--- config.mk ---
export PLATFORM = sky130hd
export DESIGN_NAME = trace_collector
export DESIGN_NICKNAME = d
export VERILOG_FILES = /design/src/rtl/trace_collector.sv
export SDC_FILE = /design/constraint.sdc
export NUM_CORES = 2
export LEC_CHECK = 0
export ABC_CLOCK_PERIOD_IN_PS = 22800
export CAP_MARGIN = 20
export CORE_ASPECT_RATIO = 1.5
export CORE_MARGIN = 2
export CORE_UTILIZATION = 60
export CTS_BUF_LIST = sky130_fd_sc_hd__clkbuf_4 sky130_fd_sc_hd__clkbuf_8
export CTS_CLUSTER_SIZE = 16
export DETAILED_ROUTE_END_ITERATION = 8
export GPL_ROUTABILITY_DRIVEN = 0
export MAX_ROUTING_LAYER = met4
export PLACE_DENSITY = 0.87
export SLEW_MARGIN = 30
export SYNTH_ARGS = -nofsm -noshare
export SYNTH_HDL_FRONTEND = slang
export SYNTH_SLANG_ARGS = --single-unit
--- constraint.sdc ---
create_clock -name clk -period 22.8 [get_ports clk]
set_clock_uncertainty 0.05 [all_clocks]
set_input_delay 4.56 -clock clk [delete_from_list [all_inputs] [get_ports clk]]
set_output_delay 4.56 -clock clk [all_outputs]
set_load 0.03 [all_outputs]
--- src/rtl/trace_collector.sv ---
// trace_collector: gathers kept retired instructions into a FIFO and streams them as fixed-length packets.
module trace_collector #(
    parameter int PC_W    = 64,
    parameter int INSTR_W = 32,
    parameter int DEPTH   = 16,
    parameter int PKT_LEN = 8
) (
    input  logic                       clk,
    input  logic                       rst_n,
    input  logic                       enable,
    input  logic                       instr_valid,
    input  logic [PC_W-1:0]            pc,
    input  logic [INSTR_W-1:0]         instr,
    input  logic                       drop_instr,
    output logic [PC_W+INSTR_W-1:0]    m_tdata,
    output logic                       m_tvalid,
    input  logic                       m_tready,
    output logic                       m_tlast,
    output logic [1:0]                 state,
    output logic [$clog2(DEPTH):0]     fifo_count,
    output logic [31:0]                drop_count,
    output logic [31:0]                ovf_count,
    output logic                       overflow
);
    localparam int AW = $clog2(DEPTH);
    localparam int DW = PC_W + INSTR_W;
    localparam int BW = PKT_LEN > 1 ? $clog2(PKT_LEN) : 1;
    localparam logic [AW:0]   FULL = (AW+1)'(DEPTH);
    localparam logic [BW-1:0] LAST = BW'(PKT_LEN - 1);

    typedef enum logic [1:0] {IDLE = 2'd0, RUN = 2'd1, DRAIN = 2'd2} state_t;

    state_t        cur, nxt;
    logic [DW-1:0] mem [DEPTH];
    logic [AW-1:0] wr_ptr, rd_ptr;
    logic [BW-1:0] beat_cnt;
    logic          pop, push_req, push, lose, drop_ev, start, full;

    assign state    = cur;
    assign full     = fifo_count == FULL;
    assign start    = cur == IDLE && enable;
    assign m_tvalid = fifo_count != '0;
    assign m_tdata  = mem[rd_ptr];
    // Gated by m_tvalid so tlast never asserts on an empty FIFO (including during reset).
    assign m_tlast  = m_tvalid && (beat_cnt == LAST || (cur == DRAIN && fifo_count == (AW+1)'(1)));
    assign pop      = m_tvalid && m_tready;
    assign push_req = cur == RUN && instr_valid && !drop_instr;
    assign push     = push_req && (!full || pop);
    assign lose     = push_req && full && !pop;
    assign drop_ev  = cur == RUN && instr_valid && drop_instr;

    // Session FSM: DRAIN ignores enable and only leaves once the FIFO is empty.
    always_comb begin
        nxt = cur;
        case (cur)
            IDLE:    if (enable) nxt = RUN;
            RUN:     if (!enable) nxt = DRAIN;
            DRAIN:   if (fifo_count == '0) nxt = IDLE;
            default: nxt = IDLE;
        endcase
    end

    // State, pointers, occupancy, beat position and session statistics.
    always_ff @(posedge clk or negedge rst_n) begin
        if (!rst_n) begin
            cur        <= IDLE;
            wr_ptr     <= '0;
            rd_ptr     <= '0;
            fifo_count <= '0;
            beat_cnt   <= '0;
            drop_count <= '0;
            ovf_count  <= '0;
            overflow   <= 1'b0;
        end else begin
            cur        <= nxt;
            wr_ptr     <= push ? wr_ptr + 1'b1 : wr_ptr;
            rd_ptr     <= pop ? rd_ptr + 1'b1 : rd_ptr;
            fifo_count <= fifo_count + (AW+1)'(push) - (AW+1)'(pop);
            beat_cnt   <= start ? '0 : pop ? (m_tlast ? '0 : beat_cnt + 1'b1) : beat_cnt;
            drop_count <= start ? '0 : (drop_ev && drop_count != '1) ? drop_count + 32'd1 : drop_count;
            ovf_count  <= start ? '0 : (lose && ovf_count != '1) ? ovf_count + 32'd1 : ovf_count;
            overflow   <= start ? 1'b0 : overflow | lose;
        end
    end

    // Entry storage; contents are don't-care until written, so no reset.
    always_ff @(posedge clk) begin
        if (push) mem[wr_ptr] <= {pc, instr};
    end
endmodule

### After elaboration in Yosys (flattened, before gate mapping)

Memories as Yosys holds them, arrays and structs flattened.
Cells that the tools add are included.

| operators by class | value |
|---|---|
| $add $sub $neg | 7 |
| equality and inequality tests | 10 |
| muxes and demuxes | 14 |
| bitwise gates (word level) | 1 |
| reduce and logical (&&, ||, !) cells | 24 |

Operators with widths:

| operator | number |
|---|---|
| two-way mux 32 bit | 4 |
| adder 32 x 1 -> 32 bit (second input constant) | 2 |
| inequality test 32 bit (second input constant) | 2 |
| logical AND 1 bit | 12 |
| two-way mux 3 bit | 3 |
| adder 4 x 1 -> 4 bit (second input constant) | 2 |
| two-way mux 2 bit | 3 |
| one-hot mux 2 bit (3 select lines) | 1 |
| nonzero test 2 bit | 3 |
| adder 5 x 1 -> 5 bit | 1 |
| == test 5 x 1 -> 1 bit (second input constant) | 1 |
| == test 5 bit (second input constant) | 1 |
| logical NOT 5 bit | 1 |
| nonzero test 5 bit | 1 |
| subtractor 5 x 1 -> 5 bit | 1 |
| inequality test 2 bit (second input constant) | 2 |
| adder 3 x 1 -> 3 bit (second input constant) | 1 |
| == test 3 bit (second input constant) | 1 |
| logical NOT 1 bit | 3 |
| two-way mux 1 bit | 3 |
| AND reduction 3 bit | 1 |
| == test 2 x 1 -> 1 bit (second input constant) | 1 |
| == test 2 bit (second input constant) | 1 |
| logical NOT 2 bit | 1 |
| 3 further kinds | 4 |

| word-level totals | value |
|---|---|
| flip-flop bits (word level) | 83 |
| bits in writable memories | 1536 |
| input bits | 102 |
| output and inout port bits | 170 |
| memories | 1 |

Memories:

| memory | words | bits a word | read ports | clocked after Yosys merged registers in | write ports | RTL line | RTL |
|---|---|---|---|---|---|---|---|
| mem | 16 | 96 | 1 | 0 | 1 | 34 | `logic [DW-1:0] mem [DEPTH];` |

### Depth between registers and ports, before layout

| depth | value |
|---|---|
| word-level depth | 8 |
| gate-level depth with buffers | 16 |
| gate-level depth less buffers | 15 |

### Least setup slack after synthesis

OpenSTA, ideal clock, no wires.

| path | value |
|---|---|
| path type | input-to-reg |
| start point | input instr_valid |
| end point | memory mem[3][0] in the netlist's numbering, enable pin |
| library setup time | 0.668 ns |
| data arrival time | 11.952 ns |
| required time | 22.082 ns |
| path slack | 10.129 ns |
| cell stages on the path | 5 |
| cells stage by stage | nor4bb_1 -> o31a_1 -> clkbuf_1 -> nand2_1 -> nor3_1 |

| between the ends | value |
|---|---|
| cells in the longest elaborated chain, start to end | 5 |

Ends and longest elaborated chain:

| what | RTL line | RTL |
|---|---|---|
| start: declaration | 11 | `input logic instr_valid,` |
| logical AND 1 bit (2 in a row) | 47 | `assign push_req = cur == RUN && instr_valid && !drop_instr;` |
| logical AND 1 bit | 48 | `assign push = push_req && (!full \|\| pop);` |
| two-way mux 1 bit | 88 | `if (push) mem[wr_ptr] <= {pc, instr};` |
| two-way mux 1 bit (not written as such) | 88 |  |
| end: declaration | 34 |  |

No other way between the ends.

### Worst setup path in the final report

| path | value |
|---|---|
| start point | register rd_ptr[0] |
| end point | output m_tdata[44] |

| between the ends | value |
|---|---|
| cells in the longest elaborated chain, start to end | 1 |

Ends and longest elaborated chain:

| what | RTL line | RTL |
|---|---|---|
| start: declaration | 35 | `logic [AW-1:0] wr_ptr, rd_ptr;` |
| start signal: assignment | 77 | `rd_ptr <= pop ? rd_ptr + 1'b1 : rd_ptr;` |
| memory (16 x 96 bit) | -- |  |
| end: declaration | 15 | `output logic [PC_W+INSTR_W-1:0] m_tdata,` |

No other way between the ends.

==> results.toml <==
[outcome]
status = "complete, no violations"

[setup_path]
worst-endpoint-arrival_ns = 5.24
startpoint_type = "register"
crit_type = "reg2out"
path_common_cell = "mux4_2"
path_delay_family = "buffers and inverters"
critPathMaxStageDelay_ns = 0.76
path_cells = "buf_16 -> buf_6 -> buf_4 -> mux4_2 -> mux4_2 -> clkdlybuf4s50_1"
cp_max_fo = 46
cp_data_required_time_ns = 18.19
end_kind = "output pin"
crit_buf_inv = 4
slowest_stage = "dfrtp_4"

[timing]
fmax_ghz = 0.102
fin_crit_ns = 9.85
setup-tns-final_ns = 0
tightest_slew_ns = 1.01
fin_ws_ns = 12.95
hold_ws_ns = 0.493
final_hold_viol_count = 0
slew_viol_final = 0
fin_crit_sh_pct = 43.2
slew_headroom_pct = 31.9
setup_violations = 0
rsz0062_at_grt = "false"

[die]
core_area_mm2 = 0.103
die_w_um = 267
die-area_mm2 = 0.106
start_util_pct = 60.4
die_y_um = 398
boundaryPins = 272
rows = 144

[clock_network]
cts_resized = 0
cts_sinks = 1619
clkSlewWorstSetupHoldPaths_ns = 0.06
cts-htree-levels = 4
numCtsBuffers = 220
ctsHoldBuffers = 0
post_cts_buffers = 0
clockBufferDepth = 3
cts_root_buf = "clkbuf_8"
clk_latency_ns = 0.90
cts_tree = "done"

[yosys]
synth_edf_count = 1536
yosysMostFrequentCell = "edfxtp_1"
yosysUniqueCellTypes = 58
syn_nets = 2760
ys_ff_latch = 1619
synthTopCellsByArea = "edfxtp_1, mux4_2, dfrtp_1"
yosys.area.top_type = "edfxtp_1"
synthTopCellsByCount = "edfxtp_1, mux4_2, dfrtp_1, clkbuf_1, nand2_1"
avgSynthCellArea_um2 = 23.5
synth-seq-area-share_pct = 77.7
synth_fa_ha_area_share_pct = 0.335
synth_compound_area_share_pct = 1.17
synth_top_family_by_area = "multiplexers"
synthXorXnorAreaFrac_pct = 0.226
ys.flop_type = "edfxtp_1"
netlist.area_leader.share_pct = 74.3
synthSimpleGateAreaFrac_pct = 2.20
synth_cells = 2642
yosysWarnings = 0
syn_area_mm2 = 0.0621
async_reset_ff_share_pct = 5.13
synth.area.mux_share_pct = 17.5

[global_routing]
grt_use_total_pct = 27.8
grt_pass1_wl_um = 205000
grt_pass1_vias = 31500
grt_max_degree = 106
grt-ovfl-total = 0
antenna_found_initial = 21

[layout]
nNetsFinal = 3179
syn_to_final_growth_pct = 14.6
final_cells = 4577
fin_util_pct = 69.2
final_area_mm2 = 0.0711
n_fill_cell = 5698
drive_above_1_share_pct = 27.8

[power_and_ir_drop]
power_leakage_nw = 22.5
ir_drop_mv = 0.102
powerDensity_mw_per_mm2 = 113
finalPower_mw = 8.05

[job]
maxCapViolations = 0

[placed_design]
port_buffers = 271
dpl_cell_area_mm2 = 0.0667
dp_cells = 4153
dp_hpwl_um = 73900
pre_cts_ws_ns = 13.48

[min_path]
hold_class = "reg2reg"

[routing]
drt_pass1_iterations = 5
wl_per_cell_um = 30.7
drc_errors = 0
drt_iter0_drc = 3726
drt.antenna.violating_nets = 0
vias = 30000
viasPerCell = 6.56
totalWireLength_um = 140000
[final timing paths]
path	to	cells past startpoint	slack, ns	start
setup / recovery	m_tdata[44]	6	12.95	rd_ptr[0]$_DFFE_PN0P_
hold / removal	beat_cnt[2]$_DFFE_PN0P_	2	0.49	beat_cnt[2]$_DFFE_PN0P_
setup reg to reg	mem[8][27]$_DFFE_PP_	6	18.20	state[1]$_DFFE_PN0P_
hold reg to reg	beat_cnt[2]$_DFFE_PN0P_	2	0.49	beat_cnt[2]$_DFFE_PN0P_
max in group asynchronous	rd_ptr[1]$_DFFE_PN0P_	1	18.43	rst_n
min in group asynchronous	ovf_count[19]$_DFFE_PN0P_	1	3.67	rst_n
[layer usage]
metal	routed length, um	track usage, %	vias to the layer above
met2	73800	45.6	1719
met1	49600	34.4	15800
met5	0	-	-
li1	-	-	12300
met4	3300	8.58	0
met3	13700	7.16	255
[worst min-delay path, delay by kind of cell, from the launching register on]
kind / cells / cell delay (ns)
AOI/OAI and AO/OA: 1 / 0.05
DFF: 1 / 0.38
and+or+nand+nor: 1 / 0.07
[power by group]
group / internal (mW) / total [mW] / switching (mW)
Clock: 1.11 / 2.16 / 1.05
Combinational: 1.20 / 2.50 / 1.30
Sequential: 3.32 / 3.40 / 0.0780
[final cells by class]
class | instances | area [um2] | area share, %
Sequential cell | 1619 | 48200 | 67.8
Clock inverter | 127 | 835 | 1.17
Antenna cell | 23 | 57.6 | 0.0809
Timing Repair Buffer | 325 | 3410 | 4.79
Clock buffer | 274 | 3460 | 4.87
Inverter | 14 | 52.6 | 0.0739
Multi-Input combinational cell | 881 | 13400 | 18.9
Tap cell | 1314 | 1640 | 2.31
[sequential cells by signal, summed over array words and instances (netlist names)]
register and count:
beat_cnt 3, drop_count 32, fifo_count 5, mem 1536, overflow 1, ovf_count 32, rd_ptr 4, state 2
wr_ptr 4
[cells by family (layout without fill, tap and decap cells)]
logic type / count (synthesis) / count (layout)
other cells: 0 / 23
xor+xnor: 16 / 16
fa+ha+maj: 16 / 16
flops: 1619 / 1619
buf+inv: 142 / 740
compound gates: 112 / 112
mux: 487 / 487
simple gates: 250 / 250
[placed cells by master, fill, tap and decap left out, types with 40 or more instances in the layout]
cell             count
a21oi_1             40
clkbuf_4            49
clkbuf_8           225
clkdlybuf4s50_1    270
clkinv_1            64
clkinv_2            44
dfrtp_1             79
edfxtp_1          1536
mux4_2             480
nand2_1             56
Power figures use the tool's default switching activity.
